--- src/rtl/pwm_duty_ramp_ctrl.sv ---
// pwm_duty_ramp_ctrl: owns the PWM duty setting, turning setpoints and inc/dec buttons into
// +/-1 steps committed only on period boundaries. Define PWM_DUTY_RAMP_SOFTSTART_EN to ramp 0->DUTY_INIT after reset.
module pwm_duty_ramp_ctrl #(
    parameter int unsigned DUTY_W       = 4,
    parameter int unsigned DUTY_MAX     = 10,
    parameter int unsigned DUTY_INIT    = 5,
    parameter int unsigned STEP_PERIODS = 4,
    parameter int unsigned CNT_W        = 8
) (
    input  logic              clk,
    input  logic              rst,
    input  logic              enable,
    input  logic              period_start,
    input  logic [DUTY_W-1:0] target_duty,
    input  logic              target_valid,
    output logic              target_ready,
    input  logic              inc_req,
    input  logic              dec_req,
    output logic [DUTY_W-1:0] duty_cycle,
    output logic              busy,
    output logic              at_target
);

    localparam logic [DUTY_W-1:0] DMAX     = DUTY_W'(DUTY_MAX);
    localparam logic [DUTY_W-1:0] DINIT    = DUTY_W'(DUTY_INIT);
    localparam logic [CNT_W-1:0]  CNT_LAST = CNT_W'(STEP_PERIODS - 1);

    typedef enum logic {
        IDLE = 1'b0,
        RAMP = 1'b1
    } state_t;

`ifdef PWM_DUTY_RAMP_SOFTSTART_EN
    localparam logic [DUTY_W-1:0] RST_DUTY = '0;
    localparam logic              RST_RAMP = (DUTY_INIT != 0);
`else
    localparam logic [DUTY_W-1:0] RST_DUTY = DINIT;
    localparam logic              RST_RAMP = 1'b0;
`endif
    localparam state_t RST_STATE = RST_RAMP ? RAMP : IDLE;

    state_t            state;
    logic [CNT_W-1:0]  cnt;
    logic              pend_inc;
    logic              pend_dec;
    logic [DUTY_W-1:0] target_reg;

    logic [DUTY_W-1:0] clamped;
    logic              eff_inc;
    logic              eff_dec;
    logic [DUTY_W-1:0] bump;
    logic [DUTY_W-1:0] ramp_step;

    // Newest button request overrides the pending one; both together cancel.
    always_comb begin
        clamped = target_duty;
        if (target_duty > DMAX) clamped = DMAX;

        eff_inc = pend_inc;
        eff_dec = pend_dec;
        if (inc_req && dec_req) begin
            eff_inc = 1'b0;
            eff_dec = 1'b0;
        end else if (inc_req) begin
            eff_inc = 1'b1;
            eff_dec = 1'b0;
        end else if (dec_req) begin
            eff_inc = 1'b0;
            eff_dec = 1'b1;
        end

        // Saturation is decided before the add/sub so the value never wraps.
        bump = duty_cycle;
        if (eff_inc && (duty_cycle < DMAX)) bump = duty_cycle + DUTY_W'(1);
        else if (eff_dec && (duty_cycle != '0)) bump = duty_cycle - DUTY_W'(1);

        ramp_step = (duty_cycle < target_reg) ? duty_cycle + DUTY_W'(1)
                                              : duty_cycle - DUTY_W'(1);
    end

    always_ff @(posedge clk or posedge rst) begin
        if (rst) begin
            state        <= RST_STATE;
            duty_cycle   <= RST_DUTY;
            target_reg   <= DINIT;
            cnt          <= '0;
            pend_inc     <= 1'b0;
            pend_dec     <= 1'b0;
            busy         <= RST_RAMP;
            target_ready <= ~RST_RAMP;
        end else begin
            case (state)
                IDLE: begin
                    if (!enable) begin
                        pend_inc <= 1'b0;
                        pend_dec <= 1'b0;
                    end else if (target_valid && target_ready) begin
                        target_reg <= clamped;
                        pend_inc   <= 1'b0;
                        pend_dec   <= 1'b0;
                        if (clamped != duty_cycle) begin
                            state        <= RAMP;
                            cnt          <= '0;
                            busy         <= 1'b1;
                            target_ready <= 1'b0;
                        end
                    end else if (period_start && (eff_inc || eff_dec)) begin
                        duty_cycle <= bump;
                        target_reg <= bump;
                        pend_inc   <= 1'b0;
                        pend_dec   <= 1'b0;
                    end else begin
                        pend_inc <= eff_inc;
                        pend_dec <= eff_dec;
                    end
                end
                RAMP: begin
                    if (!enable) begin
                        state        <= IDLE;
                        target_reg   <= duty_cycle;
                        cnt          <= '0;
                        busy         <= 1'b0;
                        target_ready <= 1'b1;
                    end else if (period_start) begin
                        if (cnt == CNT_LAST) begin
                            duty_cycle <= ramp_step;
                            cnt        <= '0;
                            if (ramp_step == target_reg) begin
                                state        <= IDLE;
                                busy         <= 1'b0;
                                target_ready <= 1'b1;
                            end
                        end else begin
                            cnt <= cnt + CNT_W'(1);
                        end
                    end
                end
                default: state <= IDLE;
            endcase
        end
    end

    assign at_target = (duty_cycle == target_reg);

endmodule
--- config.mk ---
export PLATFORM = sky130hd
export DESIGN_NAME = pwm_duty_ramp_ctrl
export DESIGN_NICKNAME = d
export VERILOG_FILES = /design/src/rtl/pwm_duty_ramp_ctrl.sv
export SDC_FILE = /design/constraint.sdc
export NUM_CORES = 1
export LEC_CHECK = 0
export ABC_AREA = 1
export BUFFER_PORTS_ARGS = -buffer_cell sky130_fd_sc_hd__buf_2
export CAP_MARGIN = 25
export CORE_UTILIZATION = 63
export CTS_CLUSTER_DIAMETER = 80
export DETAILED_ROUTE_END_ITERATION = 10
export PLACE_DENSITY = 0.92
export SLEW_MARGIN = 5
export SYNTH_ARGS = -nofsm -noshare
export SYNTH_HDL_FRONTEND = slang
export SYNTH_SLANG_ARGS = --single-unit
--- constraint.sdc ---
create_clock -name clk -period 5.45 [get_ports clk]
set_clock_uncertainty 0.2 [all_clocks]
set_input_delay 0.545 -clock clk [delete_from_list [all_inputs] [get_ports clk]]
set_output_delay 0.545 -clock clk [all_outputs]
set_load 0.01 [all_outputs]
Word level (Yosys, flattened, before mapping) --
Cells that the tools add are included. W data, S select, Z words.
Word-level totals: bits in registers 21, input bits 11, output and inout port bits 7, word-level logic and storage cells 101
Operators by class: $add $sub $neg 3, order comparisons 3, eq/ne operators 17, mux-type cells 58, bitwise logic cells 1, reductions and logical operators 11
Operators with widths (number):
- $mux W4 | 13
- $mux W8 | 6
- $mux W1 | 33
- $ne A2 B2 Y1 const B | 8
- $pmux W4 S2 | 2
- $pmux W8 S2 | 1
- $reduce_and A6 Y1 | 2
- $add A8 B1 Y8 const B | 1
- $eq A4 B4 Y1 | 2
- $eq A8 B2 Y1 const B | 1
- $ne A3 B2 Y1 const B | 2
- $ne A3 B3 Y1 const B | 2
- $pmux W1 S2 | 3
- $logic_and A1 B1 Y1 | 5
- $add A4 B1 Y4 const B | 1
- $gt A4 B4 Y1 const B | 1
- $lt A4 B4 Y1 | 1
- $lt A4 B4 Y1 const B | 1
- $ne A4 B4 Y1 | 1
- $reduce_and A4 Y1 | 1
- $reduce_bool A4 Y1 | 1
- $sub A4 B1 Y4 const B | 1
- $reduce_and A3 Y1 | 1
- $ne A2 B1 Y1 const B | 1
- 2 further kinds | 2

Logic depth before layout (Yosys ltp) --
word-level depth 10, gate-level depth with buffers 17

Least setup slack after synthesis --
OpenSTA, ideal clock, no wires.
path type register to register, start point register duty_cycle[0], end point register busy, library setup time 0.117 ns, arrival 1.727 ns, data required time 5.133 ns, setup slack 3.406 ns, cell stages (with the launch flop) 17, period minus slack after synthesis 2.044 ns, path through dfstp_2 inv_2 ha_1 inv_1 nand2_1 nand2_1 nand2_4 nand2_4 nand2_1 nand3_1 nand2_1 nor2_1 nand2_1 nand2_2 nand2_1 nand2_1 nand2_1
On the way: cells in the longest elaborated chain, start to end 5, elaborated cells on any way between the ends 9, classes of those cells add/sub: 2; order compare: 1; eq/ne: 4; mux: 1; reduce/logical: 1
RTL lines:
- start, declared | RTL line 19 | output logic [DUTY_W-1:0] duty_cycle,
- start signal, assigned | RTL line 108 | duty_cycle <= bump;
- start signal, assigned | RTL line 126 | duty_cycle <= ramp_step;
- $sub A4 B1 Y4, or another cell as far along | RTL line 78 | : duty_cycle - DUTY_W'(1);
- $mux W4 | RTL line 77 | ramp_step = (duty_cycle < target_reg) ? duty_cycle + DUTY_W'(1)
- $eq A4 B4 Y1 | RTL line 128 | if (ramp_step == target_reg) begin
- $ne A3 B2 Y1 (no line)
- $reduce_and A6 Y1 (no line) (*)
- end signal, assigned | RTL line 89 | busy <= RST_RAMP;
- end signal, assigned | RTL line 122 | busy <= 1'b0;
- end signal, assigned | RTL line 130 | busy <= 1'b0;
- end, declared | RTL line 20 | output logic busy,
Every way passes the cells marked *; elsewhere a longest branch is shown, timed or not. A chain may end at the register's enable or synchronous reset.

Final worst setup path --
start point register duty_cycle[0], end point output at_target
On the way: cells in the longest elaborated chain, start to end 1
RTL lines:
- $eq A4 B4 Y1 | RTL line 143 | assign at_target = (duty_cycle == target_reg);
- end, declared | RTL line 21 | output logic at_target
No other way between the ends.

==> results.yml <==
floorplanning:
  fp-row-count: 18
  die_area_um2: 3040
  die-height_um: 55.2
  io-pin-count: 18
  width_of_the_die_um: 55.2
  start_util: 0.693
  core_area_um2: 2570
setup_path:
  slowest_stage: "sky130_fd_sc_hd__dfstp_2"
  setup.worst_path.end: "at_target"
  slowest_delay_ps: 650
  crit-reg2reg-capture: "busy"
  rrSetupSlack_ps: 3190
  worstSetupStartpointType: "flop"
  ws_path_type: "flop to output pin"
  worst_setup_path_startpoint: "duty_cycle[0]"
  required_time_of_the_worst_setup_path_ps: 4700
  r2r.worst_path.cells: 15
  timing.critical_path.cells: "inv_2 > ha_1 > nand2_1 > nor2_1 > buf_2"
  cp_max_fo: 8
  critPathArrivalTime_ps: 1670
  regToRegStartpoint: "duty_cycle[1]"
  setup.worst_path.end_class: "output pin"
grt:
  globalRoute.busiestLayer: "met2"
  groute.layer.met1.usage: 0.404
  first_global_vias: 1447
  initial_antenna_violation_count: 0
  overflow: 0
  first_pass_grt_wire_length_um: 6400
  grt.met3_usage: 0.0574
  grt.total_usage: 0.301
  maximum_number_of_pins_on_one_net_before_global_route_repair: 22
  met2_usage: 0.490
synthesis:
  largest_family_of_logic_cells_by_synthesized_area: "simple AND/OR/NAND/NOR gates"
  synth_edf_count: 0
  synth_warnings: 0
  synth_mux_area_frac: 0
  synth.ff_latch_count: 21
  mappedNetlistArea_um2: 1780
  synthesis.nets: 271
  yosys.area_share.simple: 0.358
  yosys.area_share.xor_xnor: 0.0394
  synth-adder-area-share: 0.0492
  syn_inst: 253
  synthMostInstantiatedCell: "sky130_fd_sc_hd__nand2_1"
  synth_seq_area_share: 0.299
  synth_top_flop_cell: "sky130_fd_sc_hd__dfrtp_1"
  ys_top_cells_by_area: "sky130_fd_sc_hd__dfrtp_1 (22%), sky130_fd_sc_hd__nand2_1 (14%), sky130_fd_sc_hd__dfstp_2 (7.4%), sky130_fd_sc_hd__nand3_1 (6.7%), sky130_fd_sc_hd__inv_1 (5.7%)"
  compound_gate_portion_of_the_synthesized_area: 0.157
  synth_top_area_share: 0.225
  postSynth.asyncResetShare: 1.00
  netlist_top_cells_count: "sky130_fd_sc_hd__nand2_1 (65), sky130_fd_sc_hd__inv_1 (27), sky130_fd_sc_hd__nand3_1 (24)"
  post-synth-top-area-cell: "sky130_fd_sc_hd__dfrtp_1"
  synth.avg_cell_area_um2: 7.04
  ys_types: 40
clock_network:
  holdBufCountCts: 0
  cts_setup_buffers: 0
  clock-root-buffer: "sky130_fd_sc_hd__clkbuf_4"
  clkSlewWorstSetupHoldPaths_ps: 130
  cts.htree.levels: 1
  clkSinkCount: 21
  tritoncts: "built"
  number_of_cts_inserted_buffers: 3
  clk_latency_ps: 310
  post_cts_sizing_count: 0
  cts-root-to-sink-buffers: 2
run_status:
  outcome: "finished, final reports clean"
detailed_routing:
  drt_iter0_markers: 69
  routed-via-count: 1703
  wirelength_um: 3940
  drtAntennaViolNets: 0
  via_per_inst: 5.70
  drt-wirelength-per-cell_um: 13.2
  firstDrtPassIters: 4
  drc: 0
cells_and_area:
  finalNetCount: 288
  number_of_antenna_diodes: 0
  final_layout_size_suffix_gt1_frac: 0.212
  relative_area_change_from_synthesis_to_final_layout_pct: 6.25
  largest_reg_flops: 8
  nFillCells: 221
  final_design_area_no_fill_um2: 1890
timing:
  final-hold-violation-count: 0
  slew_headroom: 0.458
  least_margin_pin_slew_ps: 812
  final_max_slew_viol_count: 0
  layout_worst_path_cycle_share: 0.443
  total_negative_slack_ps: 0
  finalSetupViolCount: 0
  grt_setup_unrepaired: "no"
  final.hold.worst_slack_ps: 159
  finalWorstPathRequiredPeriod_ps: 2410
  max_freq_mhz: 414
power:
  post-layout-total-power_w: 0.000929
  ir_worst_vdd_mv: 0.365
  power.static_leakage_nw: 0.958
  power.density_nw_per_um2: 491
flow_run:
  cap_violations: 0
placement:
  dp.final_hpwl_um: 3080
  port_buffers: 17
  gpl.final_weighted_congestion: 0.979
  placed_area_um2: 1860
min_path:
  holdCritPathClass: "input port to asynchronous set/reset pin"
## cell type report
class                      instances  area (µm²)  area share
inverter                          35         136      0.0721
tap                               30        37.5      0.0198
timing repair buffer              17        85.1      0.0450
clock buffer                       3        22.5      0.0119
clock inverter                     1        5.00     0.00265
multi-input combinational        192        1070       0.567
sequential                        21         532       0.281
## cell families after synthesis
group,after synthesis
and+or+nand+nor,136
AOI/OAI and AO/OA,41
buffers and inverters,40
DFF,21
xor gates and xnor gates,8
adders and majority gates,7
## report_power, final
part           switching [W]  internal (W)
sequential         0.0000781      0.000221
clock              0.0000509     0.0000274
combinational       0.000342      0.000209
## worst min-delay path by stage
stage | endpoint | slack, ps | cells past startpoint
after floorplan | pend_dec | 270 | 2
after global placement | busy | 260 | 2
after detailed placement | busy | 280 | 2
after CTS | cnt[3] | 190 | 2
after global routing | cnt[4] | 230 | 2
final | cnt[4] | 160 | 2
## routing by layer
layer / vias up / share of wire
met5: - / 0
met4: 0 / 0.013
met3: 8 / 0.073
met2: 63 / 0.47
met1: 766 / 0.45
li1: 866 / -
## worst max-delay path, delay by kind of cell (launching register included)
family / cells / cell delay, ps
DFF: 1 / 650
buffers and inverters: 2 / 240
and+or+nand+nor: 2 / 150
adders and majority gates: 1 / 320
## per-stage QoR
stage	setup slack, ps	utilization	instances
after CTS	3020	0.737	299
after global routing	2970	0.737	299
after global placement	3280	0.726	295
final	3040	0.737	299
after floorplan	3410	-	253
after detailed placement	3230	0.726	295
## placed cells by master (no fill, tap or decap), types with 4 or more instances in the layout
cell	instances
sky130_fd_sc_hd__nor2_1	22
sky130_fd_sc_hd__nand3_1	24
sky130_fd_sc_hd__xor2_1	6
sky130_fd_sc_hd__dfrtp_1	16
sky130_fd_sc_hd__nand2_2	5
sky130_fd_sc_hd__dfstp_2	5
sky130_fd_sc_hd__nand2_1	65
sky130_fd_sc_hd__buf_2	17
sky130_fd_sc_hd__o21ai_1	5
sky130_fd_sc_hd__nand4_1	4
sky130_fd_sc_hd__o21ai_2	6
sky130_fd_sc_hd__o22ai_1	4
sky130_fd_sc_hd__inv_1	27
sky130_fd_sc_hd__o21ai_0	8
sky130_fd_sc_hd__inv_2	6
sky130_fd_sc_hd__nor3_1	5
sky130_fd_sc_hd__ha_1	7
sky130_fd_sc_hd__a21oi_1	7
Note: power is estimated with default switching activity, not from simulation.
